<file path="config.mk">
export PLATFORM = sky130hd
export DESIGN_NAME = conv_3x3_weight_feeder
export DESIGN_NICKNAME = d
export VERILOG_FILES = /design/src/rtl/conv_3x3_weight_feeder.sv
export SDC_FILE = /design/constraint.sdc
export NUM_CORES = 1
export LEC_CHECK = 0
export ABC_AREA = 1
export CAP_MARGIN = 20
export CORE_ASPECT_RATIO = 0.5
export CORE_UTILIZATION = 46
export CTS_BUF_LIST = sky130_fd_sc_hd__clkbuf_4
export CTS_CLUSTER_DIAMETER = 50
export DETAILED_ROUTE_END_ITERATION = 6
export PLACE_DENSITY = 0.8
export SKIP_CTS_REPAIR_TIMING = 1
export SLEW_MARGIN = 40
export SYNTH_ARGS = -nofsm -noshare
export SYNTH_HDL_FRONTEND = slang
export SYNTH_SLANG_ARGS = --single-unit
</file>
<file path="constraint.sdc">
create_clock -name clk -period 1.8 [get_ports clk]
set_input_delay 0.18 -clock clk [delete_from_list [all_inputs] [get_ports clk]]
set_output_delay 0.18 -clock clk [all_outputs]
set_load 0.1 [all_outputs]
</file>
<file path="src/rtl/conv_3x3_weight_feeder.sv">
// conv_3x3_weight_feeder: streams KERNEL_SIZE-word weight groups from memory to a 3x3 line buffer on request.
// Optional WFEED_PRELOAD_EN: the first group is sent on start without waiting for load_weights.
module conv_3x3_weight_feeder #(
  parameter int DATA_WIDTH = 32,
  parameter int KERNEL_SIZE = 9,
  parameter int CHANNEL_NUM_IN = 512,
  parameter int CHANNEL_NUM_OUT = 1,
  parameter int ADDR_WIDTH = 13
) (
  input  logic clk,
  input  logic reset,
  input  logic start,
  input  logic load_weights,
  output logic rd_en,
  output logic [ADDR_WIDTH-1:0] rd_addr,
  input  logic [DATA_WIDTH-1:0] rd_data,
  output logic valid_weight_out,
  output logic [DATA_WIDTH-1:0] weight_out,
  output logic busy,
  output logic done,
  output logic req_overflow
);
  localparam int GROUPS = CHANNEL_NUM_IN * CHANNEL_NUM_OUT;
  localparam int KW = KERNEL_SIZE > 1 ? $clog2(KERNEL_SIZE) : 1;
  localparam int GW = $clog2(GROUPS + 1);
  typedef enum logic [1:0] {IDLE, WAIT_REQ, SEND, DRAIN} state_t;
  state_t state;
  logic [KW-1:0] kcnt;
  logic [GW-1:0] gcnt;
  logic dcnt, pending, rd_en_d;
  always_ff @(posedge clk or posedge reset) begin
    if (reset) begin
      state <= IDLE;
      rd_en <= 1'b0;
      rd_addr <= '0;
      busy <= 1'b0;
      done <= 1'b0;
      req_overflow <= 1'b0;
      pending <= 1'b0;
      kcnt <= '0;
      gcnt <= '0;
      dcnt <= 1'b0;
    end else begin
      done <= 1'b0;
      case (state)
        IDLE: if (start) begin
          rd_addr <= '0;
          gcnt <= '0;
          kcnt <= '0;
          pending <= 1'b0;
          req_overflow <= 1'b0;
          busy <= 1'b1;
`ifdef WFEED_PRELOAD_EN
          state <= SEND;
          rd_en <= 1'b1;
`else
          state <= WAIT_REQ;
`endif
        end
        WAIT_REQ: begin
          // a request arriving while a pending one is consumed is kept for the next group
          pending <= pending & load_weights;
          if (load_weights || pending) begin
            state <= SEND;
            rd_en <= 1'b1;
            kcnt <= '0;
          end
        end
        SEND: begin
          rd_addr <= rd_addr + 1'b1;
          kcnt <= kcnt + 1'b1;
          if (kcnt == KW'(KERNEL_SIZE - 1)) begin
            rd_en <= 1'b0;
            gcnt <= gcnt + 1'b1;
            dcnt <= 1'b0;
            state <= DRAIN;
          end
        end
        DRAIN: begin
          dcnt <= 1'b1;
          if (dcnt) begin
            state <= gcnt == GW'(GROUPS) ? IDLE : WAIT_REQ;
            done <= gcnt == GW'(GROUPS);
            busy <= gcnt != GW'(GROUPS);
          end
        end
      endcase
      if (load_weights && (state == SEND || state == DRAIN)) begin
        if (pending) req_overflow <= 1'b1;
        else pending <= 1'b1;
      end
    end
  end
  always_ff @(posedge clk or posedge reset) begin
    if (reset) begin
      rd_en_d <= 1'b0;
      valid_weight_out <= 1'b0;
      weight_out <= '0;
    end else begin
      rd_en_d <= rd_en;
      valid_weight_out <= rd_en_d;
      if (rd_en_d) weight_out <= rd_data;
    end
  end
endmodule

</file>
==> results.tsv <==
metric	value	unit
p_per_area	1260	nW/um^2
vdd_drop_max	1310	uV
cp.depth	11	
die_x	122	um
p_leak	2.08	nW
grt.busiest_layer	met2	
rsz0062_at_grt	false	
slew_violations	0	
r2r_end	gcnt[4]$_DFFE_PP0P_	
critPathBufInv	3	
row_count	21	
ys_ff_latch	69	
worst-path-max-fanout	12	
cpPeakStageDelay	0.43	ns
fp.dieH	62.2	um
wire_per_inst	12.6	um
cp_data_arrival_time	2.01	ns
cp-endpoint	gcnt[4]$_DFFE_PP0P_	
outcome	complete, no violations	
gp_congestion	0.882	
yosysSeqAreaShare	51.7	%
worstPathRequired	2.14	ns
cts.reportedPaths.clkPinSlew	0.12	ns
htree_levels	3	
floorplan.core_area	6860	sq um
clk_latency	0.44	ns
grt_pass1_vias	2530	
portBuffers	85	
antenna_cells	0	
crit_chain	inv_1 > ha_1 > inv_1 > nand2_2 > nand2_8 > nand2_4 > inv_1 > nand2_1 > nand2_1 > nand2_1 > nor2_1	
synth_ff_type	dfrtp_1	
gr-total-overflow	0	
initial_core_util	48.7	%
r2r_start	state[1]$_DFFE_PP0P_	
syn_area_per_cell	9.43	sq um
synth_cells	354	
grt_antenna_before_repair	0	
synth.net_count	400	
setup_viol	0	
ant_nets	0	
hold_ws	0.106	ns
rr_worst_depth	11	
finalCritPeriodShare	92.8	%
synthTopCellsByArea	dfrtp_1 (52%), mux2_2 (10%), nand2_1 (7.8%)	
grt_max_degree	34	
drtIter0Drc	216	
netlist.top_cell.by_area	dfrtp_1	
tns	0	ns
met3_usage	7.35	%
clock-sinks	69	
fin_nets	494	
synth-edff-count	0	
cts_tree	yes	
first_pass_iters	4	
async_flop_share	100	%
worst_slew_pin_slew	0.491	ns
cp_slowest_cell	dfrtp_1	
hold_path_class	input port to async pin	
grt_util_met2	31.6	%
drive_gt1_share	26.5	%
num_vias	2674	
track_usage	19.6	%
vias_per_cell	4.91	
critPathKind	register to register	
max_freq	599	MHz
cap_violations	0	
finalHoldViolations	0	
grt_pass1_wl	11.5	mm
rrSetupSlack	0.13	ns
crit_path_start_kind	register	
grtUsageMet1	24.1	%
dieArea	7620	sq um
drc	0	
syn-cell-area	3340	sq um
cts_buffer_depth	2	
hpwl	5.05	mm
cts_inserted_buffers	9	
cts-root-buf	clkbuf_4	
critical-path-top-delay-family	simple AND/OR/NAND/NOR gates	
startpoint	state[1]$_DFFE_PP0P_	
synth_top_area_share	51.7	%
critPathCaptureType	register	
io_pins	86	
min_period	1.67	ns
finalWirelength	6.89	mm
slew_headroom	67.2	%
finClkSkew	0.0128	ns
area_delta_synth_final	31.3	%
synth_cell_types	28	
yosysWarningCount	0	
[state kept, by name (all words and copies together) (netlist names)]
signal,cells
state,2
rd_addr,13
valid_weight_out,1
pending,1
rd_en,1
rd_en_d,1
kcnt,4
weight_out,32
dcnt,1
req_overflow,1
gcnt,10
done,1
busy,1
[where the power goes]
group          internal [W]  total, W  switching [W]
combinational      0.000590   0.00233        0.00174
clock              0.000718   0.00129       0.000569
sequential          0.00174   0.00190       0.000159
[metal layers]
layer	vias to the layer above	share of wire, %
li1	1335	-
met4	0	0.84
met2	88	46
met3	6	8.1
met1	1245	45
met5	-	0
[layout make-up]
class / instances / area, sq um
fill: 579 / 2480
sequential: 69 / 1730
multi-input combinational: 234 / 1380
timing repair buffer: 91 / 796
inverter: 43 / 170
tap: 92 / 115
clock inverter: 6 / 111
clock buffer: 10 / 75.1
[per-stage QoR]
stage,area [sq um],power (W),setup slack [ns],cells,utilization [%]
2_1_floorplan,3340,0.00378,0.0421,354,-
4_1_cts,4370,0.00556,0.0982,545,63.7
3_3_place_gp,4190,0.00420,0.200,529,61.0
5_1_grt,4380,0.00582,0.000307,545,63.9
6_report,4380,0.00552,0.130,545,63.9
3_5_place_dp,4190,0.00424,0.116,529,61.0
[layout by cell type, fill, tap and decap left out]
cell type and n:
a21oi_1 8, a22o_1 1, a22oi_1 1, buf_12 2, buf_4 54, bufinv_16 3, clkbuf_4 10, clkdlybuf4s50_1 35
clkinv_2 1, clkinv_4 1, clkinvlp_4 2, dfrtp_1 67, dfrtp_2 2, ha_1 10, inv_1 40, inv_2 1
inv_6 1, mux2_1 2, mux2_2 30, nand2_1 69, nand2_2 5, nand2_4 2, nand2_8 1, nand3_1 19
nand3_2 1, nand4_1 8, nor2_1 43, nor2_2 2, nor2_4 2, nor3_1 5, o21ai_0 19, o21ai_1 4
xor2_1 2
[synth_stat cells, types with 3 or more instances]
cell type / count
dfrtp_1: 69
nand2_4: 3
nand2_2: 5
nand2_1: 69
o21ai_0: 19
nand4_1: 8
mux2_2: 30
nand3_1: 19
ha_1: 10
nor3_1: 5
a21oi_1: 8
o21ai_1: 4
nor2_1: 43
buf_2: 3
inv_1: 41
[logic make-up after synthesis]
| group | share of synthesized area [%] |
|---|---|
| simple gates | 21.0 |
| flops | 51.7 |
| buf+inv | 7.05 |
| compound gates | 5.14 |
| mux | 10.8 |
| fa+ha+maj | 3.75 |
| xor+xnor | 0.525 |
[worst min-delay path by stage]
stage	start	endpoint	slack, ns	depth (start not counted)
2_1_floorplan	rd_data[15]	weight_out[15]$_DFFE_PP0P_	0.31	1
3_3_place_gp	rd_en$_DFFE_PP0P_	rd_en_d$_DFF_PP0_	0.40	0
3_5_place_dp	rd_en$_DFFE_PP0P_	rd_en_d$_DFF_PP0_	0.41	0
4_1_cts	reset	rd_addr[3]$_DFFE_PP0P_	0.09	2
5_1_grt	reset	rd_addr[5]$_DFFE_PP0P_	0.12	2
6_report	reset	done$_DFF_PP0_	0.11	2
No activity file was read; power rests on OpenSTA's default activity.
